--- src/rtl/meas_result_reader_if.sv ---
// Result-read bus between the measurement demodulator / result consumer and
// meas_result_reader. The slave modport is the reader itself. The master
// modport is whatever drives the demodulator strobes and consumes the FIFO head.
interface meas_result_reader_if #(
   parameter int DEPTH = 16,
   parameter int SW    = 16
);
   localparam int AW = $clog2(DEPTH);

   // demodulator side
   logic          done;
   logic [31:0]   xacc;
   logic [31:0]   yacc;
   logic          resultx;
   logic          resulty;
   logic          clear;

   // consumer side
   logic          out_ready;
   logic          out_valid;
   logic [SW-1:0] out_seq;
   logic [31:0]   out_xacc;
   logic [31:0]   out_yacc;
   logic [1:0]    out_bits;
   logic [AW:0]   level;
   logic          overflow;
   logic [15:0]   drop_cnt;

   modport master (
      output done, xacc, yacc, resultx, resulty, clear, out_ready,
      input  out_valid, out_seq, out_xacc, out_yacc, out_bits, level,
             overflow, drop_cnt
   );

   modport slave (
      input  done, xacc, yacc, resultx, resulty, clear, out_ready,
      output out_valid, out_seq, out_xacc, out_yacc, out_bits, level,
             overflow, drop_cnt
   );
endinterface

--- src/rtl/meas_result_reader.sv ---
// Measurement result reader: captures each done strobe from the demodulator,
// stamps it with a shot sequence number and queues it in a first-word-fall-
// through FIFO. The FIFO is split into a registered head stage (what the
// consumer sees) and a backing array that holds everything behind the head.
// level counts both, so the array only ever holds up to DEPTH-1 entries.
module meas_result_reader #(
   parameter  int DEPTH = 16,
   parameter  int SW    = 16,
   localparam int AW    = $clog2(DEPTH)
) (
   input logic                 clk,
   input logic                 reset,
   meas_result_reader_if.slave bus
);

   // Entry layout: {seq, resulty, resultx, yacc, xacc}
   localparam int EW = SW + 2 + 64;

   localparam logic [AW-1:0] PTR_ONE  = AW'(1);
   localparam logic [AW:0]   LVL_ONE  = (AW+1)'(1);
   localparam logic [AW:0]   LVL_FULL = (AW+1)'(DEPTH);
   localparam logic [SW-1:0] SEQ_ONE  = SW'(1);

   // backing store behind the head stage (no reset: contents are don't-care)
   logic [EW-1:0] mem [DEPTH];

   // state registers
   logic [EW-1:0] head_q,     head_d;
   logic          valid_q,    valid_d;
   logic [AW-1:0] rd_ptr_q,   rd_ptr_d;
   logic [AW-1:0] wr_ptr_q,   wr_ptr_d;
   logic [AW:0]   level_q,    level_d;
   logic [SW-1:0] seq_q,      seq_d;
   logic          overflow_q, overflow_d;
   logic [15:0]   drop_cnt_q, drop_cnt_d;

   // array write port
   logic          ram_we;
   logic [EW-1:0] entry_in;

   // event decode; clear masks both the write and the pop
   logic full;
   logic ram_empty;
   logic push;
   logic pop;
   logic accept;
   logic drop;

   assign entry_in  = {seq_q, bus.resulty, bus.resultx, bus.yacc, bus.xacc};

   assign full      = (level_q == LVL_FULL);
   // Nothing behind the head when level is 0 or 1.
   assign ram_empty = (level_q <= LVL_ONE);
   assign push      = bus.done & ~bus.clear;
   assign pop       = valid_q & bus.out_ready & ~bus.clear;
   // A pop in the same cycle frees the slot a full FIFO needs.
   assign accept    = push & (~full | pop);
   assign drop      = push & full & ~pop;

   // Next-state for head stage, pointers, level, shot counter and drop stats
   always_comb begin
      head_d     = head_q;
      valid_d    = valid_q;
      rd_ptr_d   = rd_ptr_q;
      wr_ptr_d   = wr_ptr_q;
      level_d    = level_q;
      seq_d      = seq_q;
      overflow_d = overflow_q;
      drop_cnt_d = drop_cnt_q;
      ram_we     = 1'b0;

      if (bus.clear) begin
         head_d     = '0;
         valid_d    = 1'b0;
         rd_ptr_d   = '0;
         wr_ptr_d   = '0;
         level_d    = '0;
         seq_d      = '0;
         overflow_d = 1'b0;
         drop_cnt_d = '0;
      end else begin
         // every done consumes a shot number, even when it is dropped
         if (bus.done) begin
            seq_d = seq_q + SEQ_ONE;
         end

         if (drop) begin
            overflow_d = 1'b1;
            if (drop_cnt_q != 16'hFFFF) begin
               drop_cnt_d = drop_cnt_q + 16'd1;
            end
         end

         if (pop) begin
            if (ram_empty) begin
               // head was the only entry: refill straight from the input
               // if a new result arrives, otherwise go empty
               if (accept) begin
                  head_d = entry_in;
               end else begin
                  valid_d = 1'b0;
               end
            end else begin
               // advance: next queued entry moves into the head stage
               head_d   = mem[rd_ptr_q];
               rd_ptr_d = rd_ptr_q + PTR_ONE;
               if (accept) begin
                  ram_we   = 1'b1;
                  wr_ptr_d = wr_ptr_q + PTR_ONE;
               end
            end
         end else if (accept) begin
            if (!valid_q) begin
               // empty FIFO: load the head directly so it shows next cycle
               head_d  = entry_in;
               valid_d = 1'b1;
            end else begin
               ram_we   = 1'b1;
               wr_ptr_d = wr_ptr_q + PTR_ONE;
            end
         end

         // level moves only when exactly one of write/pop happens
         case ({accept, pop})
            2'b10:   level_d = level_q + LVL_ONE;
            2'b01:   level_d = level_q - LVL_ONE;
            default: level_d = level_q;
         endcase
      end
   end

   // Register all state; async reset returns the block to empty
   always_ff @(posedge clk or posedge reset) begin
      if (reset) begin
         head_q     <= '0;
         valid_q    <= 1'b0;
         rd_ptr_q   <= '0;
         wr_ptr_q   <= '0;
         level_q    <= '0;
         seq_q      <= '0;
         overflow_q <= 1'b0;
         drop_cnt_q <= '0;
      end else begin
         head_q     <= head_d;
         valid_q    <= valid_d;
         rd_ptr_q   <= rd_ptr_d;
         wr_ptr_q   <= wr_ptr_d;
         level_q    <= level_d;
         seq_q      <= seq_d;
         overflow_q <= overflow_d;
         drop_cnt_q <= drop_cnt_d;
      end
   end

   // Backing array write port
   always_ff @(posedge clk) begin
      if (ram_we) begin
         mem[wr_ptr_q] <= entry_in;
      end
   end

   // All outputs come straight from registers
   assign bus.out_valid = valid_q;
   assign bus.out_seq   = head_q[EW-1 -: SW];
   assign bus.out_bits  = head_q[65:64];
   assign bus.out_yacc  = head_q[63:32];
   assign bus.out_xacc  = head_q[31:0];
   assign bus.level     = level_q;
   assign bus.overflow  = overflow_q;
   assign bus.drop_cnt  = drop_cnt_q;

endmodule

--- src/flat_wrapper.sv ---
// flat-port wrapper written by rule: the top's interface ports become plain ports
module meas_result_reader_flat 
#(
   parameter  int DEPTH = 16,
   parameter  int SW    = 16,
   localparam int AW    = $clog2(DEPTH)
)
  (clk, reset, bus_done, bus_xacc, bus_yacc, bus_resultx, bus_resulty, bus_clear, bus_out_ready, bus_out_valid, bus_out_seq, bus_out_xacc, bus_out_yacc, bus_out_bits, bus_level, bus_overflow, bus_drop_cnt);
  meas_result_reader_if #(.DEPTH(DEPTH), .SW(SW)) bus_i ();
  input logic clk;
  input logic reset;
  input wire logic [$bits(bus_i.done)-1:0] bus_done;
  input wire logic [$bits(bus_i.xacc)-1:0] bus_xacc;
  input wire logic [$bits(bus_i.yacc)-1:0] bus_yacc;
  input wire logic [$bits(bus_i.resultx)-1:0] bus_resultx;
  input wire logic [$bits(bus_i.resulty)-1:0] bus_resulty;
  input wire logic [$bits(bus_i.clear)-1:0] bus_clear;
  input wire logic [$bits(bus_i.out_ready)-1:0] bus_out_ready;
  output wire logic [$bits(bus_i.out_valid)-1:0] bus_out_valid;
  output wire logic [$bits(bus_i.out_seq)-1:0] bus_out_seq;
  output wire logic [$bits(bus_i.out_xacc)-1:0] bus_out_xacc;
  output wire logic [$bits(bus_i.out_yacc)-1:0] bus_out_yacc;
  output wire logic [$bits(bus_i.out_bits)-1:0] bus_out_bits;
  output wire logic [$bits(bus_i.level)-1:0] bus_level;
  output wire logic [$bits(bus_i.overflow)-1:0] bus_overflow;
  output wire logic [$bits(bus_i.drop_cnt)-1:0] bus_drop_cnt;
  assign bus_i.done = bus_done;
  assign bus_i.xacc = bus_xacc;
  assign bus_i.yacc = bus_yacc;
  assign bus_i.resultx = bus_resultx;
  assign bus_i.resulty = bus_resulty;
  assign bus_i.clear = bus_clear;
  assign bus_i.out_ready = bus_out_ready;
  assign bus_out_valid = bus_i.out_valid;
  assign bus_out_seq = bus_i.out_seq;
  assign bus_out_xacc = bus_i.out_xacc;
  assign bus_out_yacc = bus_i.out_yacc;
  assign bus_out_bits = bus_i.out_bits;
  assign bus_level = bus_i.level;
  assign bus_overflow = bus_i.overflow;
  assign bus_drop_cnt = bus_i.drop_cnt;
  meas_result_reader #(.DEPTH(DEPTH), .SW(SW)) u_core (.clk(clk), .reset(reset), .bus(bus_i));
endmodule
--- config.mk ---
export PLATFORM = sky130hd
export DESIGN_NAME = meas_result_reader_flat
export DESIGN_NICKNAME = d
export VERILOG_FILES = /design/src/rtl/meas_result_reader_if.sv /design/src/rtl/meas_result_reader.sv /design/src/flat_wrapper.sv
export SDC_FILE = /design/constraint.sdc
export NUM_CORES = 1
export LEC_CHECK = 0
export CORE_MARGIN = 2
export CORE_UTILIZATION = 50
export CTS_CLUSTER_SIZE = 28
export DETAILED_ROUTE_END_ITERATION = 8
export PLACE_DENSITY = 0.77
export SYNTH_ARGS = -nofsm -noshare
export SYNTH_HDL_FRONTEND = slang
export SYNTH_SLANG_ARGS = --single-unit
--- constraint.sdc ---
create_clock -name clk -period 11.6 [get_ports clk]
set_clock_uncertainty 0.2 [all_clocks]
set_input_delay 2.32 -clock clk [delete_from_list [all_inputs] [get_ports clk]]
set_output_delay 2.32 -clock clk [all_outputs]
set_load 0.01 [all_outputs]
==> impl_metrics.json <==
{
  "status": "finished clean",
  "path_clk_slew_ns": 0.06,
  "finalSetupTns_ns": 0,
  "coreArea_um2": 110200,
  "yosys.area_share.simple_pct": 1.421,
  "whs_path_depth": 2,
  "synth_xor_area_share_pct": 0.2373,
  "path_class": "in2reg",
  "min-delay-path-class": "reg2reg",
  "layout_min_cycle_time_ns": 6.041,
  "cellLeakagePower_nw": 19.32,
  "yosys.area.top_type": "edfxtp_1",
  "drv_cap": 0,
  "wl_met2_um": 65490,
  "crit_arrival_ns": 6.19,
  "grt_use_total_pct": 22.17,
  "synth_compound_area_share_pct": 3.186,
  "dieArea_um2": 113400,
  "dr_wl_met3_um": 8761,
  "drc": 0,
  "firstDrtPassIters": 5,
  "rsz0062_at_grt": "false",
  "rows": 122,
  "utilization_pct": 57.52,
  "setup_viol": 0,
  "start_util_pct": 50.24,
  "area_growth_pct": 14.50,
  "async_flop_share_pct": 8.952,
  "hold_violations": 0,
  "finalMaxSlewViolations": 0,
  "clock_latency_ns": 0.76,
  "antenna_cells": 0,
  "synth-edff-count": 1312,
  "yosys_warnings": 0,
  "wl_per_cell_um": 28.82,
  "clock-root-buffer": "clkbuf_16",
  "syn_area_um2": 55370,
  "ys_seq_area_share_pct": 76.99,
  "ys_types": 59,
  "dp.cells": 4047,
  "relSlewSlack_pct": 16.71,
  "cts_tree": "done",
  "numCtsBuffers": 143,
  "final_cells": 4313,
  "grt_max_degree": 140,
  "nNetsFinal": 2787,
  "first_iter_violations": 3055,
  "power_mw": 10.90,
  "antenna_found_initial": 3,
  "p_per_area_nw_per_um2": 171.9,
  "grt_pass1_wl_um": 184800,
  "viasPerCell": 6.240,
  "max_freq_ghz": 0.1655,
  "cp-end-kind": "register",
  "synth_top_family_by_area": "multiplexers",
  "place.gp.congestion": 0.7813,
  "cts_sinks": 1441,
  "ant_nets": 0,
  "synth_mux_area_share_pct": 16.62,
  "tightest_slew_ns": 1.249,
  "synth_fa_ha_area_share_pct": 0.2486,
  "clk_path_buf_depth": 3,
  "syn_area_per_cell_um2": 22.20,
  "path_max_fanout": 59,
  "vias": 26920,
  "synth_nets": 2576,
  "cts_max_level": 4,
  "dp_hpwl_um": 64140,
  "syn_inst": 2494,
  "startpoint_type": "input pin",
  "grt_pass1_vias": 28110,
  "io_buffers": 175,
  "synth_seq_cells": 1441,
  "dieWidth_um": 336.8,
  "drt-total-wl_um": 124300,
  "ys.flop_type": "edfxtp_1",
  "yosys-top-cells-area": "edfxtp_1, mux4_2, dfrtp_1",
  "cts_resized": 0,
  "netlist.area_leader.share_pct": 71.16,
  "io_pins": 176,
  "peakVddDrop_v": 0.0001416,
  "drive_gt1_share_pct": 21.13,
  "required_ns": 11.75,
  "grt_overflow": 0,
  "cts_setup_buffers": 0,
  "ff2ff_path_depth": 6,
  "cts.hold.buffers_added": 0,
  "die_y_um": 336.8,
  "top_layer_used": "met5",
  "routedLengthMet1_um": 47040,
  "period_share_pct": 52.08
}
## layer usage
metal | global-route usage (%) | vias up
met3 | 4.199 | 217
met5 | 0 | -
li1 | - | 11040
met1 | 28.70 | 14330
met4 | 6.820 | 4
met2 | 38.25 | 1323
## worst max-delay path: stages
cell	delay, ns
clkdlybuf4s50_1	0.89
nand3b_1	0.25
o21bai_1	0.36
nor4b_1	0.83
and2_4	0.57
buf_4	0.89
## final timing paths
| path | start | slack, ns | end |
|---|---|---|---|
| setup / recovery | bus_done | 5.56 | u_core.mem[10][49] |
| hold / removal | u_core.bus.overflow | 0.31 | u_core.bus.overflow |
| setup reg to reg | u_core.rd_ptr_q[0] | 6.96 | u_core.head_q[48] |
| hold reg to reg | u_core.bus.overflow | 0.31 | u_core.bus.overflow |
| max in group asynchronous | reset | 7.69 | u_core.rd_ptr_q[1] |
| min in group asynchronous | reset | 1.90 | u_core.head_q[56] |
## per-stage QoR
| step | hold slack [ns] | cell area [um^2] | setup slack [ns] |
|---|---|---|---|
| global placement | 0.3003 | 58700 | 5.035 |
| floorplan | 0.3221 | 55370 | 5.639 |
| global route | 0.3381 | 63390 | 5.386 |
| CTS | 0.3148 | 63390 | 5.628 |
| finish | 0.3133 | 63390 | 5.559 |
| detailed placement | 0.3028 | 58700 | 4.855 |
## layout make-up
class                   instances  area (um^2)
clock inverters                63        839.6
fillers                      7684        46820
multi-input cells             897        12100
inverters                      14        57.56
clock buffers                 202         3851
repair buffers                208         2044
well taps                    1488         1862
flip-flops and latches       1441        42640
## Yosys cell counts, drive strengths merged (2+ instances only)
library cell and n:
xor2 12, nor4 5, o41ai 2, or4 7, nand2 17, o211ai 4
o21ai 5, clkbuf 67, ha 11, or3 3, o311ai 3, o21bai 2
a221o 82, o2111ai 2, nor4b 3, and3 5, mux4 328, nor3 2
edfxtp 1312, and4 6, nor2b 8, o22ai 82, nand3 16, a21oi 14
xnor2 3, dfrtp 129, and2 18, inv 13, nand4 9, nor2 39
buf 75, mux2i 168, a211oi 9, o31ai 5, mux2 12
## where the power goes
| part | internal, mW | total [mW] | switching [mW] |
|---|---|---|---|
| logic | 0.250 | 0.541 | 0.292 |
| registers | 5.70 | 5.75 | 0.0507 |
| clock network | 2.64 | 4.61 | 1.97 |
| total | 8.59 | 10.9 | 2.31 |
## cell families after synthesis
family | Yosys count
adder cells (fa/ha/maj) | 11
flip-flops | 1441
XOR/XNOR | 15
AND/OR/NAND/NOR | 143
multiplexers | 508
buffers and inverters | 156
AO/OA/AOI/OAI | 220
## cell usage in the layout, fill, tap and decap left out, types with 9 or more instances in the layout
cell type        instances
mux2i_1                168
buf_4                   29
xor2_1                  12
mux2_2                  11
bufinv_16               13
dfrtp_1                125
mux4_2                 328
clkbuf_1                55
o22ai_1                 82
and2_4                  12
a21oi_1                 14
nor2_1                  39
clkbuf_16              144
clkinv_2                11
ha_1                    11
nand4_1                  9
clkinv_1                17
nand2_1                 17
inv_1                   12
nand3_1                 16
edfxtp_1              1312
clkdlybuf4s50_1        174
a221o_1                 82
## registers in the layout, summed over array words and instances (netlist names)
signal / count
u_core.bus.drop_cnt: 16
u_core.bus.level: 5
u_core.bus.out_valid: 1
u_core.bus.overflow: 1
u_core.head_q: 82
u_core.mem: 1312
u_core.rd_ptr_q: 4
u_core.seq_q: 16
u_core.wr_ptr_q: 4
(Power assumes the default switching activity.)
